`config.mk`:
```
export PLATFORM = sky130hd
export DESIGN_NAME = muldiv_ctrl_flat
export DESIGN_NICKNAME = d
export VERILOG_FILES = /design/src/rtl/mips_pkg.sv /design/src/rtl/muldiv_ctrl_if.sv /design/src/rtl/muldiv_iter.sv /design/src/rtl/muldiv_ctrl.sv /design/src/flat_wrapper.sv
export SDC_FILE = /design/constraint.sdc
export NUM_CORES = 1
export LEC_CHECK = 0
export CAP_MARGIN = 40
export CELL_PAD_IN_SITES_DETAIL_PLACEMENT = 0
export CELL_PAD_IN_SITES_GLOBAL_PLACEMENT = 1
export CORE_UTILIZATION = 48
export CTS_CLUSTER_SIZE = 12
export DETAILED_ROUTE_END_ITERATION = 16
export PLACE_DENSITY_LB_ADDON = 0.1
export SLEW_MARGIN = 10
export SYNTH_ARGS = -nofsm -noshare
export SYNTH_HDL_FRONTEND = slang
export SYNTH_SLANG_ARGS = --single-unit
```
`constraint.sdc`:
```
create_clock -name clk -period 4.89 [get_ports clk]
set_input_delay 0.489 -clock clk [delete_from_list [all_inputs] [get_ports clk]]
set_output_delay 0.489 -clock clk [all_outputs]
set_load 0.005 [all_outputs]
```
`src/rtl/mips_pkg.sv`:
```
// Shared encodings for the iterative multiply/divide unit of the MIPS pipeline.
// Op and state encodings plus small decode helpers used by the sequencer and its step logic.
package mips_pkg;

    typedef enum logic [1:0] {
        MD_MULT  = 2'b00,
        MD_MULTU = 2'b01,
        MD_DIV   = 2'b10,
        MD_DIVU  = 2'b11
    } mdOp_t;

    typedef enum logic [1:0] {
        MD_IDLE = 2'b00,
        MD_RUN  = 2'b01,
        MD_FIN  = 2'b10
    } mdState_t;

    function automatic logic isDivOp(input mdOp_t op);
        return (op == MD_DIV) || (op == MD_DIVU);
    endfunction

    function automatic logic isSignedOp(input mdOp_t op);
        return (op == MD_MULT) || (op == MD_DIV);
    endfunction

endpackage

```
`src/rtl/muldiv_ctrl_if.sv`:
```
// Execute/Decode-side bundle between the pipeline and the multiply/divide sequencer.
// The pipeline side is the master; the sequencer is the slave.
interface muldiv_ctrl_if #(
    parameter int WIDTH = 32
);
    logic             StartE;
    logic [1:0]       OpE;
    logic             MtHiE;
    logic             MtLoE;
    logic [WIDTH-1:0] SrcAE;
    logic [WIDTH-1:0] SrcBE;
    logic             FlushE;
    logic             HiLoReadD;
    logic             StallMD;
    logic             Busy;
    logic [WIDTH-1:0] HI;
    logic [WIDTH-1:0] LO;
    logic             DivZero;

    modport master (
        output StartE, OpE, MtHiE, MtLoE, SrcAE, SrcBE, FlushE, HiLoReadD,
        input  StallMD, Busy, HI, LO, DivZero
    );

    modport slave (
        input  StartE, OpE, MtHiE, MtLoE, SrcAE, SrcBE, FlushE, HiLoReadD,
        output StallMD, Busy, HI, LO, DivZero
    );
endinterface

```
`src/rtl/muldiv_iter.sv`:
```
// One radix-2 iteration: shift-add for multiply, restoring trial-subtract for divide.
// Accumulator holds {upper, lower}: {partial product, multiplier} or {remainder, quotient}.
module muldiv_iter
    import mips_pkg::*;
#(
    parameter int WIDTH = 32
) (
    input  mdOp_t              op,
    input  logic [2*WIDTH-1:0] acc,
    input  logic [WIDTH-1:0]   operand,
    output logic [2*WIDTH-1:0] accNext
);

    logic [WIDTH:0]   addSum;
    logic [WIDTH:0]   remShift;
    logic [WIDTH-1:0] diffLow;
    logic             trialOk;

    // NOTE: every signal assigned in a combinational block gets a default first, so no latch is inferred.
    always_comb begin
        addSum   = {1'b0, acc[2*WIDTH-1:WIDTH]} + (acc[0] ? {1'b0, operand} : '0);
        remShift = acc[2*WIDTH-1:WIDTH-1];
        trialOk  = (remShift >= {1'b0, operand});
        // A successful trial leaves a remainder below the divisor, so the low WIDTH bits are exact.
        diffLow  = remShift[WIDTH-1:0] - operand;
        accNext  = '0;
        if (isDivOp(op)) begin
            if (trialOk) begin
                accNext = {diffLow, acc[WIDTH-2:0], 1'b1};
            end else begin
                accNext = {remShift[WIDTH-1:0], acc[WIDTH-2:0], 1'b0};
            end
        end else begin
            accNext = {addSum, acc[WIDTH-1:1]};
        end
    end

endmodule

```
`src/rtl/muldiv_ctrl.sv`:
```
// Sequencer for the iterative MULT/MULTU/DIV/DIVU unit and the HI/LO pair.
// Owns the IDLE->RUN->FIN FSM, iteration counter, sign handling, HI/LO writes and stall request.
module muldiv_ctrl
    import mips_pkg::*;
#(
    parameter int WIDTH = 32
) (
    input logic         clk,
    input logic         rst_n,
    muldiv_ctrl_if.slave md
);

    localparam int CNT_W = (WIDTH > 1) ? $clog2(WIDTH) : 1;

    mdState_t           state;
    mdState_t           stateNext;
    mdOp_t              opIn;
    mdOp_t              opR;
    logic               accept;
    logic               mtWrite;
    logic               busy;
    logic               signedIn;
    logic               aNeg;
    logic               bNeg;
    logic               signA;
    logic               signB;
    logic               finDivZero;
    logic [WIDTH-1:0]   absA;
    logic [WIDTH-1:0]   absB;
    logic [WIDTH-1:0]   operandR;
    logic [WIDTH-1:0]   quot;
    logic [WIDTH-1:0]   rem;
    logic [WIDTH-1:0]   resHi;
    logic [WIDTH-1:0]   resLo;
    logic [WIDTH-1:0]   hiR;
    logic [WIDTH-1:0]   loR;
    logic               divZeroR;
    logic [2*WIDTH-1:0] acc;
    logic [2*WIDTH-1:0] accNext;
    logic [2*WIDTH-1:0] prodFixed;
    logic [CNT_W-1:0]   count;

    assign opIn     = mdOp_t'(md.OpE);
    assign accept   = (state == MD_IDLE) && md.StartE && !md.FlushE;
    // StartE alongside MTHI/MTLO never comes from the decoder; if it does, the op wins.
    assign mtWrite  = (state == MD_IDLE) && !md.FlushE && !md.StartE;
    assign signedIn = isSignedOp(opIn);
    assign aNeg     = signedIn && md.SrcAE[WIDTH-1];
    assign bNeg     = signedIn && md.SrcBE[WIDTH-1];
    assign absA     = aNeg ? -md.SrcAE : md.SrcAE;
    assign absB     = bNeg ? -md.SrcBE : md.SrcBE;

    // State register
    // NOTE: sequential state is updated only with non-blocking assignments.
    always_ff @(posedge clk) begin
        if (!rst_n) begin
            state <= MD_IDLE;
        end else begin
            state <= stateNext;
        end
    end

    // Next-state logic
    always_comb begin
        stateNext = state;
        case (state)
            MD_IDLE: if (accept) stateNext = MD_RUN;
            MD_RUN:  if (count == '0) stateNext = MD_FIN;
            MD_FIN:  stateNext = MD_IDLE;
            default: stateNext = MD_IDLE;
        endcase
    end

    // Output logic
    always_comb begin
        busy       = (state != MD_IDLE);
        md.Busy    = busy;
        md.StallMD = busy && (md.HiLoReadD || md.StartE || md.MtHiE || md.MtLoE);
    end

    // NOTE: the iteration datapath has no reset; it is always loaded on accept before the FSM looks at it.
    always_ff @(posedge clk) begin
        if (accept) begin
            opR   <= opIn;
            signA <= aNeg;
            signB <= bNeg;
            count <= CNT_W'(WIDTH - 1);
            if (isDivOp(opIn)) begin
                acc      <= {{WIDTH{1'b0}}, absA};
                operandR <= absB;
            end else begin
                acc      <= {{WIDTH{1'b0}}, absB};
                operandR <= absA;
            end
        end else if (state == MD_RUN) begin
            acc   <= accNext;
            count <= count - 1'b1;
        end
    end

    muldiv_iter #(
        .WIDTH(WIDTH)
    ) uIter (
        .op      (opR),
        .acc     (acc),
        .operand (operandR),
        .accNext (accNext)
    );

    // Sign correction on the unsigned magnitudes; negation wraps modulo the field width.
    always_comb begin
        prodFixed  = (signA ^ signB) ? -acc : acc;
        quot       = acc[WIDTH-1:0];
        rem        = acc[2*WIDTH-1:WIDTH];
        finDivZero = isDivOp(opR) && (operandR == '0);
        resHi      = prodFixed[2*WIDTH-1:WIDTH];
        resLo      = prodFixed[WIDTH-1:0];
        if (isDivOp(opR)) begin
            // With a zero divisor the remainder path reproduces the dividend magnitude.
            resHi = signA ? -rem : rem;
            if (finDivZero) begin
                resLo = '1;
            end else begin
                resLo = (signA ^ signB) ? -quot : quot;
            end
        end
    end

    always_ff @(posedge clk) begin
        if (!rst_n) begin
            hiR      <= '0;
            loR      <= '0;
            divZeroR <= 1'b0;
        end else if (state == MD_FIN) begin
            hiR      <= resHi;
            loR      <= resLo;
            divZeroR <= finDivZero;
        end else begin
            if (accept) divZeroR <= 1'b0;
            if (mtWrite && md.MtHiE) hiR <= md.SrcAE;
            if (mtWrite && md.MtLoE) loR <= md.SrcAE;
        end
    end

    assign md.HI      = hiR;
    assign md.LO      = loR;
    assign md.DivZero = divZeroR;

endmodule

```
`src/flat_wrapper.sv`:
```
// flat-port wrapper written by rule: the top's interface ports become plain ports
module muldiv_ctrl_flat import mips_pkg::*;
#(
    parameter int WIDTH = 32
)
  (clk, rst_n, md_StartE, md_OpE, md_MtHiE, md_MtLoE, md_SrcAE, md_SrcBE, md_FlushE, md_HiLoReadD, md_StallMD, md_Busy, md_HI, md_LO, md_DivZero);
  muldiv_ctrl_if #(.WIDTH(WIDTH)) md_i ();
  input logic clk;
  input logic rst_n;
  input wire logic [$bits(md_i.StartE)-1:0] md_StartE;
  input wire logic [$bits(md_i.OpE)-1:0] md_OpE;
  input wire logic [$bits(md_i.MtHiE)-1:0] md_MtHiE;
  input wire logic [$bits(md_i.MtLoE)-1:0] md_MtLoE;
  input wire logic [$bits(md_i.SrcAE)-1:0] md_SrcAE;
  input wire logic [$bits(md_i.SrcBE)-1:0] md_SrcBE;
  input wire logic [$bits(md_i.FlushE)-1:0] md_FlushE;
  input wire logic [$bits(md_i.HiLoReadD)-1:0] md_HiLoReadD;
  output wire logic [$bits(md_i.StallMD)-1:0] md_StallMD;
  output wire logic [$bits(md_i.Busy)-1:0] md_Busy;
  output wire logic [$bits(md_i.HI)-1:0] md_HI;
  output wire logic [$bits(md_i.LO)-1:0] md_LO;
  output wire logic [$bits(md_i.DivZero)-1:0] md_DivZero;
  assign md_i.StartE = md_StartE;
  assign md_i.OpE = md_OpE;
  assign md_i.MtHiE = md_MtHiE;
  assign md_i.MtLoE = md_MtLoE;
  assign md_i.SrcAE = md_SrcAE;
  assign md_i.SrcBE = md_SrcBE;
  assign md_i.FlushE = md_FlushE;
  assign md_i.HiLoReadD = md_HiLoReadD;
  assign md_StallMD = md_i.StallMD;
  assign md_Busy = md_i.Busy;
  assign md_HI = md_i.HI;
  assign md_LO = md_i.LO;
  assign md_DivZero = md_i.DivZero;
  muldiv_ctrl #(.WIDTH(WIDTH)) u_core (.clk(clk), .rst_n(rst_n), .md(md_i));
endmodule
```
==> results.md <==
| Metric | Reported |
|---|---|
| Final slew viol count | 0 |
| Remaining global-route overflow | 0 |
| Total number of H-tree levels | 4 |
| Antenna violation net count after detailed routing | 0 |
| TritonCTS clock tree | built |
| Arrival time reported for the critical path endpoint | 4200 ps |
| Endpoint required time on the critical path | 5150 ps |
| Global-route wire length before repair | 79800 um |
| Asr flop ratio synth | 0 |
| Initial DRT Pass Iterations | 5 |
| Largest area contributor in the synthesized netlist | sky130_fd_sc_hd__edfxtp_1 |
| Number of flops mapped to enable cells by yosys | 99 |
| Max-cap check violation count | 0 |
| Worst Path Class, Setup | reg -> reg |
| Total Wirelength | 53000 um |
| Die X-Extent | 176 um |
| Pin count of the biggest net entering global routing | 61 |
| Drt initial violations | 1357 |
| Total of hold buffers inserted after clock tree synthesis | 0 |
| Clock latency of the later-clocked register in the worst-skew pair | 460 ps |
| N_diodes | 0 |
| Placeable Area | 29700 sq um |
| Peak supply drop | 277 uV |
| Worst-path fanout max | 26 |
| Type of element capturing the critical path | flop |
| Filler cells | 2817 |
| Count of cells along the worst hold path | 2 |
| Result of the run | finished, final reports clean |
| I/O pin total | 140 |
| Sequential fraction of the synthesis area | 0.304 |
| End of the worst hold path | u_core.md.DivZero |
| Post-CTS repair timing setup buffer count | 0 |
| Die ar. | 31000 sq um |
| Count of input and output buffers | 139 |
| Total negative setup slack | 0 ps |
| Unique masters post-synth | 82 |
| Antenna violations before repair | 0 |
| Measured slew at the worst slew-check pin | 884 ps |
| Layout cells sized above 1 | 0.0553 |
| Final critical path time including I/O delays and setup | 3940 ps |
| Net count of the finished layout | 2013 |
| Estimated wirelength of the detail-placed design | 40800 um |
| Destination of the worst register-to-register timing path | u_core.acc[51] |
| Post-DR vias/cell | 6.28 |
| Number of cell rows | 63 |
| Mapped Nets | 1927 |
| RR Startpoint | u_core.acc[0] |
| Dominant synthesized flop cell | sky130_fd_sc_hd__edfxtp_1 |
| Unrepaired setup endpoints after global routing | false |
| Clock sink count | 171 |
| Flop and latch count out of synthesis | 171 |
| Placed cell areas | 16300 sq um |
| Beginning of the worst hold path | u_core.md.DivZero |
| Area of combinational cells with multiple inputs | 9450 sq um |
| Worst setup path start | u_core.acc[0] |
| Total DRC errors in the routed layout | 0 |
| Type of the tightest min-delay check | reg -> reg |
| Crit start category | flop |
| LEAKAGE | 0.00646 uW |
| Final non-filler cell area | 16900 sq um |
| Cell types with the largest area share after synthesis | sky130_fd_sc_hd__edfxtp_1, sky130_fd_sc_hd__dfxtp_1, sky130_fd_sc_hd__mux2i_1 |
| Worst reg-to-reg path cell count | 13 |
| Area used by sequential logic in the layout | 4410 sq um |
| Height of the die | 176 um |
| Mean cell area of the mapped netlist | 8.15 sq um |
| Gr usage total | 0.343 |
| Total power density per cell area | 317 nW/um^2 |
| Worst clock skew on the final layout | 18.1 ps |
| Final worst path period share | 0.805 |
| Resized Gates After CTS | 0 |
| Final setup violation count | 0 |
| Cell count after synthesis | 1783 |
| Longest Clk Path Bufs | 2 |
| Vias in the first global route | 13382 |
| Proportion of netlist area held by the largest area contributor | 0.205 |
| Reg2reg setup slack | 950 ps |
| Max-slew headroom at the worst pin | 0.410 |
| F_max | 254 MHz |
| Vias | 14266 |
| Synth warnings | 0 |
| Area added between synthesis and finish | 16.3% |
| Netlist Area Pre-Place | 14500 sq um |
| Total design power | 5350 uW |
| Final hold viol count | 0 |
| Root Driver | sky130_fd_sc_hd__clkbuf_16 |
| CTS clock-pin slew for the worst setup and hold paths | 80 ps |
| Initial Util | 0.489 |
| Ranking of synthesized cells by instance count | sky130_fd_sc_hd__a21oi_1, sky130_fd_sc_hd__nand2_1, sky130_fd_sc_hd__nor2_1 |
| Total clock buffers created by CTS | 17 |
| WL/cell | 23.3 um |
| Routability congestion estimate from global placement | 0.957 |
-- per-layer routing --
metal,vias up,part of all wire,GRT usage
li1,6720,-,-
met1,6882,0.42,0.443
met2,565,0.47,0.562
met3,99,0.070,0.0631
met4,0,0.038,0.142
met5,-,0,0
-- through the flow --
stage / util / hold slack, ps / setup WS, ps / instances
3_5_place_dp: 0.549 / 471 / 1000 / 2240
3_3_place_gp: 0.545 / 454 / 1030 / 2234
5_1_grt: 0.569 / 505 / 631 / 2272
4_1_cts: 0.569 / 482 / 955 / 2272
6_report: 0.569 / 485 / 953 / 2272
2_1_floorplan: - / 459 / 1580 / 1783
-- cells in the final DEF, fill, tap and decap left out, drive strengths merged, types with 9 or more instances in the layout --
| cell type | netlist | layout |
|---|---|---|
| or2 | 9 | 9 |
| buf | 17 | 33 |
| nand2 | 173 | 173 |
| o211ai | 17 | 17 |
| nand2b | 11 | 11 |
| a22oi | 32 | 32 |
| edfxtp | 99 | 99 |
| o31ai | 18 | 18 |
| nor4 | 28 | 28 |
| xor2 | 81 | 81 |
| o21ai | 132 | 132 |
| o41ai | 11 | 11 |
| and3 | 12 | 12 |
| nor2b | 14 | 14 |
| clkdlybuf4s50 | 0 | 138 |
| dfxtp | 72 | 72 |
| nand3 | 26 | 26 |
| mux2i | 97 | 97 |
| nor3 | 48 | 48 |
| a21o | 33 | 33 |
| a211oi | 29 | 29 |
| or4 | 9 | 9 |
| clkbuf | 87 | 17 |
| nand4 | 20 | 20 |
| a21oi | 172 | 172 |
| inv | 69 | 78 |
| a31oi | 18 | 18 |
| a311oi | 21 | 21 |
| ha | 69 | 69 |
| xnor2 | 88 | 88 |
| nor2 | 171 | 171 |
| or3 | 18 | 18 |
-- power by group --
| part | leakage [uW] | internal, uW | total [uW] | switching, uW |
|---|---|---|---|---|
| clock | 0.000280 | 688 | 1410 | 722 |
| combinational | 0.00465 | 838 | 2050 | 1210 |
| sequential | 0.00153 | 1690 | 1890 | 198 |
-- worst max-delay path by stage --
stage,end,slack [ps],cells past startpoint
finish,u_core.acc[51],950,13
global placement,u_core.acc[18],1030,11
CTS,u_core.acc[51],950,13
detailed placement,u_core.acc[51],1000,13
floorplan,u_core.acc[51],1580,13
global route,u_core.acc[51],630,13
-- logic make-up (layout without fill, tap and decap cells) --
logic type | count (synthesis) | count (layout) | synth area share
AOI/OAI and AO/OA | 541 | 541 | 0.235
xor gates and xnor gates | 169 | 169 | 0.102
adders and majority gates | 71 | 71 | 0.0622
buffers and inverters | 175 | 274 | 0.0468
DFF | 171 | 171 | 0.304
muxes | 98 | 98 | 0.0676
and+or+nand+nor | 558 | 558 | 0.183
-- registers in the layout, summed over array words and instances (netlist names) --
name               cells
u_core.state           2
u_core.md.LO          32
u_core.count           5
u_core.acc            64
u_core.signA           1
u_core.signB           1
u_core.operandR       32
u_core.md.DivZero      1
u_core.md.HI          32
u_core.opR             1
-- critical path: stages, from the launching register on --
cell                       delay, ps
sky130_fd_sc_hd__edfxtp_1        530
sky130_fd_sc_hd__inv_1           230
sky130_fd_sc_hd__buf_4           370
sky130_fd_sc_hd__nor2_1           80
sky130_fd_sc_hd__ha_1            340
sky130_fd_sc_hd__a21o_1          210
sky130_fd_sc_hd__nand2_1          70
sky130_fd_sc_hd__o22ai_1         110
sky130_fd_sc_hd__o41ai_1         530
sky130_fd_sc_hd__o21bai_1        200
sky130_fd_sc_hd__a211oi_1        400
sky130_fd_sc_hd__o21ai_0         150
sky130_fd_sc_hd__mux2_2          280
sky130_fd_sc_hd__a211oi_1        230
-- cell type report --
| class | instances | area share |
|---|---|---|
| repair buffers | 171 | 0.100 |
| flip-flops and latches | 171 | 0.261 |
| well taps | 390 | 0.0289 |
| clock inverters | 15 | 0.00992 |
| multi-input cells | 1437 | 0.559 |
| inverters | 71 | 0.0158 |
| clock buffers | 17 | 0.0252 |
No activity file was read; power rests on OpenSTA's default activity.
